$ cat src/rtl/uart_alu_pkg.sv
// Shared definitions for the UART-facing ALU endpoint: opcodes, FSM encoding, default data width.
// No logic; imported by the ALU and the interface FSM.
// Backpressure not applicable.
package uart_alu_pkg;

    localparam int NB_DATA_DEF = 8;

    localparam logic [7:0] OP_ADD = 8'h20;
    localparam logic [7:0] OP_SUB = 8'h22;
    localparam logic [7:0] OP_AND = 8'h24;
    localparam logic [7:0] OP_OR  = 8'h25;
    localparam logic [7:0] OP_XOR = 8'h26;
    localparam logic [7:0] OP_NOR = 8'h27;
    localparam logic [7:0] OP_SRA = 8'h03;
    localparam logic [7:0] OP_SRL = 8'h02;

    typedef enum logic [2:0] {
        WAIT_A  = 3'd0,
        WAIT_B  = 3'd1,
        WAIT_OP = 3'd2,
        CALC    = 3'd3,
        SEND    = 3'd4
    } state_t;

endpackage

$ cat src/rtl/uart_alu_interface_alu.sv
// Combinational 8-op ALU; unknown opcodes yield zero, arithmetic wraps.
// Latency: zero cycles (pure combinational).
// Backpressure: none.
module alu
    import uart_alu_pkg::*;
#(
    parameter int NB_DATA = NB_DATA_DEF
) (
    input  logic [NB_DATA-1:0] a,
    input  logic [NB_DATA-1:0] b,
    input  logic [NB_DATA-1:0] op,
    output logic [NB_DATA-1:0] res
);

    // Shift amounts use only the low three bits of B.
    logic [2:0] shamt;
    assign shamt = b[2:0];

    always_comb begin
        res = '0;
        case (op)
            NB_DATA'(OP_ADD): res = a + b;
            NB_DATA'(OP_SUB): res = a - b;
            NB_DATA'(OP_AND): res = a & b;
            NB_DATA'(OP_OR):  res = a | b;
            NB_DATA'(OP_XOR): res = a ^ b;
            NB_DATA'(OP_NOR): res = ~(a | b);
            NB_DATA'(OP_SRA): res = $unsigned($signed(a) >>> shamt);
            NB_DATA'(OP_SRL): res = a >> shamt;
            default:          res = '0;
        endcase
    end

endmodule

$ cat src/rtl/uart_alu_interface.sv
// Pops A, B, opcode from the UART RX FIFO, evaluates them, pushes the result to the TX FIFO.
// Latency: result pushed two cycles after the opcode pop; minimum command period five cycles.
// Backpressure: holds in SEND while tx_full; optional inter-byte timeout under UART_IF_TIMEOUT_EN.
module uart_alu_interface
    import uart_alu_pkg::*;
#(
    parameter int NB_DATA     = NB_DATA_DEF,
    parameter int TIMEOUT_CYC = 50_000_000,
    parameter int TO_BIT      = 26
) (
    input  logic               clk,
    input  logic               reset,
    input  logic               rx_empty,
    input  logic [NB_DATA-1:0] r_data,
    output logic               rd_uart,
    input  logic               tx_full,
    output logic               wr_uart,
    output logic [NB_DATA-1:0] w_data,
    output logic [NB_DATA-1:0] led,
    output logic               timeout_tick
);

    state_t             state, state_next;
    logic [NB_DATA-1:0] a_reg, b_reg, op_reg;
    logic [NB_DATA-1:0] alu_res;
    logic               to_hit;

`ifdef UART_IF_TIMEOUT_EN
    localparam logic [TO_BIT-1:0] TO_LAST = TO_BIT'(TIMEOUT_CYC - 1);

    logic [TO_BIT-1:0] to_cnt;
    logic              starving;

    assign starving = ((state == WAIT_B) || (state == WAIT_OP)) && rx_empty;
    assign to_hit   = starving && (to_cnt == TO_LAST);

    always_ff @(posedge clk or negedge reset) begin
        if (!reset) begin
            to_cnt <= '0;
        end else if (!starving || to_hit) begin
            to_cnt <= '0;
        end else begin
            to_cnt <= to_cnt + 1'b1;
        end
    end
`else
    assign to_hit = 1'b0;
`endif

    alu #(.NB_DATA(NB_DATA)) u_alu (
        .a   (a_reg),
        .b   (b_reg),
        .op  (op_reg),
        .res (alu_res)
    );

    always_ff @(posedge clk or negedge reset) begin
        if (!reset) begin
            state <= WAIT_A;
        end else begin
            state <= state_next;
        end
    end

    // A pop always beats a timeout in the same cycle.
    always_comb begin
        state_next = state;
        case (state)
            WAIT_A:  if (!rx_empty) state_next = WAIT_B;
            WAIT_B:  if (!rx_empty) state_next = WAIT_OP;
                     else if (to_hit) state_next = WAIT_A;
            WAIT_OP: if (!rx_empty) state_next = CALC;
                     else if (to_hit) state_next = WAIT_A;
            CALC:    state_next = SEND;
            SEND:    if (!tx_full) state_next = WAIT_A;
            default: state_next = WAIT_A;
        endcase
    end

    always_comb begin
        rd_uart      = 1'b0;
        wr_uart      = 1'b0;
        timeout_tick = 1'b0;
        case (state)
            WAIT_A:  rd_uart = reset & ~rx_empty;
            WAIT_B,
            WAIT_OP: begin
                rd_uart      = reset & ~rx_empty;
                timeout_tick = reset & to_hit;
            end
            SEND:    wr_uart = reset & ~tx_full;
            default: ;
        endcase
    end

    always_ff @(posedge clk or negedge reset) begin
        if (!reset) begin
            a_reg  <= '0;
            b_reg  <= '0;
            op_reg <= '0;
            w_data <= '0;
            led    <= '0;
        end else begin
            if (state == WAIT_A && !rx_empty)  a_reg  <= r_data;
            if (state == WAIT_B && !rx_empty)  b_reg  <= r_data;
            if (state == WAIT_OP && !rx_empty) op_reg <= r_data;
            if (state == CALC) begin
                w_data <= alu_res;
                led    <= alu_res;
            end
        end
    end

endmodule

$ cat config.mk
export PLATFORM = sky130hd
export DESIGN_NAME = uart_alu_interface
export DESIGN_NICKNAME = d
export VERILOG_FILES = /design/src/rtl/uart_alu_pkg.sv /design/src/rtl/uart_alu_interface_alu.sv /design/src/rtl/uart_alu_interface.sv
export SDC_FILE = /design/constraint.sdc
export NUM_CORES = 1
export LEC_CHECK = 0
export CAP_MARGIN = 20
export CORE_MARGIN = 3
export CORE_UTILIZATION = 50
export CTS_BUF_LIST = sky130_fd_sc_hd__clkbuf_16
export DETAILED_ROUTE_END_ITERATION = 7
export MAX_ROUTING_LAYER = met4
export PLACE_DENSITY_LB_ADDON = 0.2
export SYNTH_ARGS = -nofsm -noshare
export SYNTH_HDL_FRONTEND = slang
export SYNTH_HIERARCHICAL = 1
export SYNTH_SLANG_ARGS = --single-unit
$ cat constraint.sdc
create_clock -name clk -period 6.9 [get_ports clk]
set_clock_uncertainty 0.2 [all_clocks]
set_input_delay 1.38 -clock clk [delete_from_list [all_inputs] [get_ports clk]]
set_output_delay 1.38 -clock clk [all_outputs]
set_load 0.02 [all_outputs]
==> flow_metrics.env <==
export IMPL_run_status="complete, no violations"
export IMPL_yosysSeqAreaShare=0.305
export IMPL_fillers=464
export IMPL_drc=0
export IMPL_die_x_um=81.8
export IMPL_dieArea_mm2=0.00668
export IMPL_yosys_top_cells_count="dfrtp_1, mux2_2, ha_1"
export IMPL_cp_required_ps=5320
export IMPL_drt_iter0_drc=228
export IMPL_tightest_slew_ps=955
export IMPL_ios=31
export IMPL_fin_crit_ps=4700
export IMPL_slowest_delay_ps=680
export IMPL_intPower_uw=948
export IMPL_hold_viol_final=0
export IMPL_antenna_cells=0
export IMPL_cts_sinks=35
export IMPL_grt_setup_unrepaired="false"
export IMPL_wire_per_inst_um=16.4
export IMPL_grt_pass1_wl_um=10500
export IMPL_fp_row_count=26
export IMPL_crit_chain="clkdlybuf4s50_1 > a2111oi_0 > clkdlybuf4s50_1"
export IMPL_reg2reg_to="led[5]"
export IMPL_postCtsSetupRepairBufs=0
export IMPL_die_h_um=81.8
export IMPL_cts_buffers=5
export IMPL_r2r_start="op_reg[1]"
export IMPL_place_port_buffers=29
export IMPL_seqPwrFrac=0.304
export IMPL_place_area_mm2=0.00309
export IMPL_crit_end="rd_uart"
export IMPL_hold_buffers=0
export IMPL_core_area_mm2=0.00534
export IMPL_crit_top_cell="clkdlybuf4s50_1"
export IMPL_clkPwrFrac=0.125
export IMPL_root_buffer="clkbuf_16"
export IMPL_antenna_found_initial=0
export IMPL_avgSynthCellArea_um2=10.4
export IMPL_grt_pass1_vias=2135
export IMPL_max_slew_margin_rel=0.363
export IMPL_yosysMostFrequentCell="dfrtp_1"
export IMPL_mappedNetlistArea_mm2=0.00287
export IMPL_worst_setup_path_start_kind="input port"
export IMPL_yosys_area_top_type="dfrtp_1"
export IMPL_grt_max_degree=37
export IMPL_layout_nets=327
export IMPL_ys_warn_count=6
export IMPL_leakage_nw=1.39
export IMPL_final_antenna_net_count=0
export IMPL_setup_tns_ps=0
export IMPL_area_delta_synth_final_pct=12.8
export IMPL_gr_total_overflow=0
export IMPL_slew_violations=0
export IMPL_cp_arrival_ps=3120
export IMPL_firstDrtPassIters=4
export IMPL_combPwrFrac=0.571
export IMPL_p_sw_uw=762
export IMPL_finalCritPeriodShare=0.681
export IMPL_drv_cap=0
export IMPL_switching_share=0.446
export IMPL_cp_max_fo=7
export IMPL_setup_violations=0
export IMPL_ys_types=60
export IMPL_rr_worst_depth=11
export IMPL_viasPerCell=5.90
export IMPL_initial_core_util=0.538
export IMPL_syn_inst=275
export IMPL_max_clock_path_buffers=2
export IMPL_clk_pin_slew_ps=50
export IMPL_wl_um=5940
export IMPL_synth_seq_cells=35
export IMPL_ff2ff_setup_slack_ps=3020
export IMPL_grt_use_total=0.210
export IMPL_design_area_mm2=0.00324
export IMPL_synthesis_nets=312
export IMPL_synth_area_leaders="dfrtp_1, mux2_2, ha_1, mux2i_1, xnor2_1"
export IMPL_tritoncts="yes"
export IMPL_ys_flop_type="dfrtp_1"
export IMPL_worstHoldPathType="register to register"
export IMPL_synth_edf_count=0
export IMPL_drive_gt1_frac=0.199
export IMPL_power_density_mw_per_mm2=529
export IMPL_route_vias_total=2130
export IMPL_cts_resized=0
export IMPL_crit_slowest_cell="clkdlybuf4s50_1"
export IMPL_routabilityCongestion=0.897
export IMPL_endpoint_kind="output pin"
export IMPL_htreeDepth=2
export IMPL_crit_start="rx_empty"
export IMPL_path_class="input port to output pin"
export IMPL_ir_drop_uv=231
export IMPL_whs_ps=326
export IMPL_ys_async_sr_fraction=1.00
export IMPL_fmax_mhz=213
export IMPL_hpwl_um=4410
export IMPL_synth_top_area_frac=0.305
export IMPL_clk_latency_ps=280
-- cell type report --
type	count	area (µm²)	area share
sequential	35	876	0.271
clock buffer	5	125	0.0387
timing repair buffer	30	293	0.0905
inverter	22	82.6	0.0255
multi-input combinational	196	1760	0.543
tap	70	87.6	0.0271
clock inverter	3	16.3	0.00503
-- cells in the final DEF, fill, tap and decap left out, types with 3 or more instances in the layout --
master,Yosys,final
a211oi_1,7,7
a21oi_1,9,9
a31oi_1,3,3
clkbuf_16,0,5
clkdlybuf4s50_1,0,28
dfrtp_1,35,35
ha_1,24,24
inv_1,21,22
mux2_2,34,34
mux2i_1,10,10
mux4_2,3,3
nand2_1,4,4
nand2b_1,4,4
nor2_1,14,14
nor2b_1,4,4
nor3_1,5,5
o21a_1,3,3
o21ai_0,8,8
or3_1,4,4
xnor2_1,11,11
xor2_1,4,4
-- power by group through the flow --
stage | Combinational (mW) | Sequential, mW | Clock (mW)
2_1_floorplan | 0.862 | 0.417 | 0
3_3_place_gp | 0.938 | 0.519 | 0
3_5_place_dp | 0.970 | 0.522 | 0
4_1_cts | 0.976 | 0.519 | 0.222
5_1_grt | 1.11 | 0.546 | 0.232
6_report | 0.976 | 0.520 | 0.214
-- critical path: cells and delay by family --
family	cells	cell delay, ps
buf+inv	2	1270
compound gates	1	460
-- how the worst min path moves through the flow --
stage                    from        end  cells after the start
floorplan           op_reg[3]  op_reg[3]                      1
global placement       led[3]     led[3]                      1
detailed placement     led[0]     led[0]                      1
CTS                    led[0]     led[0]                      1
global route           led[0]     led[0]                      1
finish                 led[5]     led[5]                      1
-- metrics by stage --
step	cells	util	worst slack (ps)	total power, mW
floorplan	275	-	2660	1.28
global placement	353	0.580	2270	1.46
detailed placement	353	0.580	2170	1.49
CTS	361	0.606	2180	1.72
global route	361	0.606	2040	1.89
finish	361	0.606	2200	1.71
-- layer usage --
metal / track usage / vias up / routed length, µm / part of all wire
met5: - / - / 0 / 0
met2: 0.320 / 65 / 2800 / 0.47
li1: - / 1019 / - / -
met3: 0.0362 / 8 / 310 / 0.052
met1: 0.288 / 1038 / 2760 / 0.47
met4: 0.0615 / 0 / 63 / 0.011
-- cell families (layout without fill, tap and decap cells) --
| family | count (synthesis) | in the layout | share of synthesized area |
|---|---|---|---|
| other | 1 | 1 | 0.00131 |
| XOR/XNOR | 15 | 15 | 0.0458 |
| flip-flops | 35 | 35 | 0.305 |
| adder cells (fa/ha/maj) | 25 | 25 | 0.112 |
| AO/OA/AOI/OAI | 51 | 51 | 0.125 |
| multiplexers | 47 | 47 | 0.192 |
| AND/OR/NAND/NOR | 57 | 57 | 0.136 |
| buffers and inverters | 44 | 60 | 0.0829 |
No activity file was read; power rests on OpenSTA's default activity.
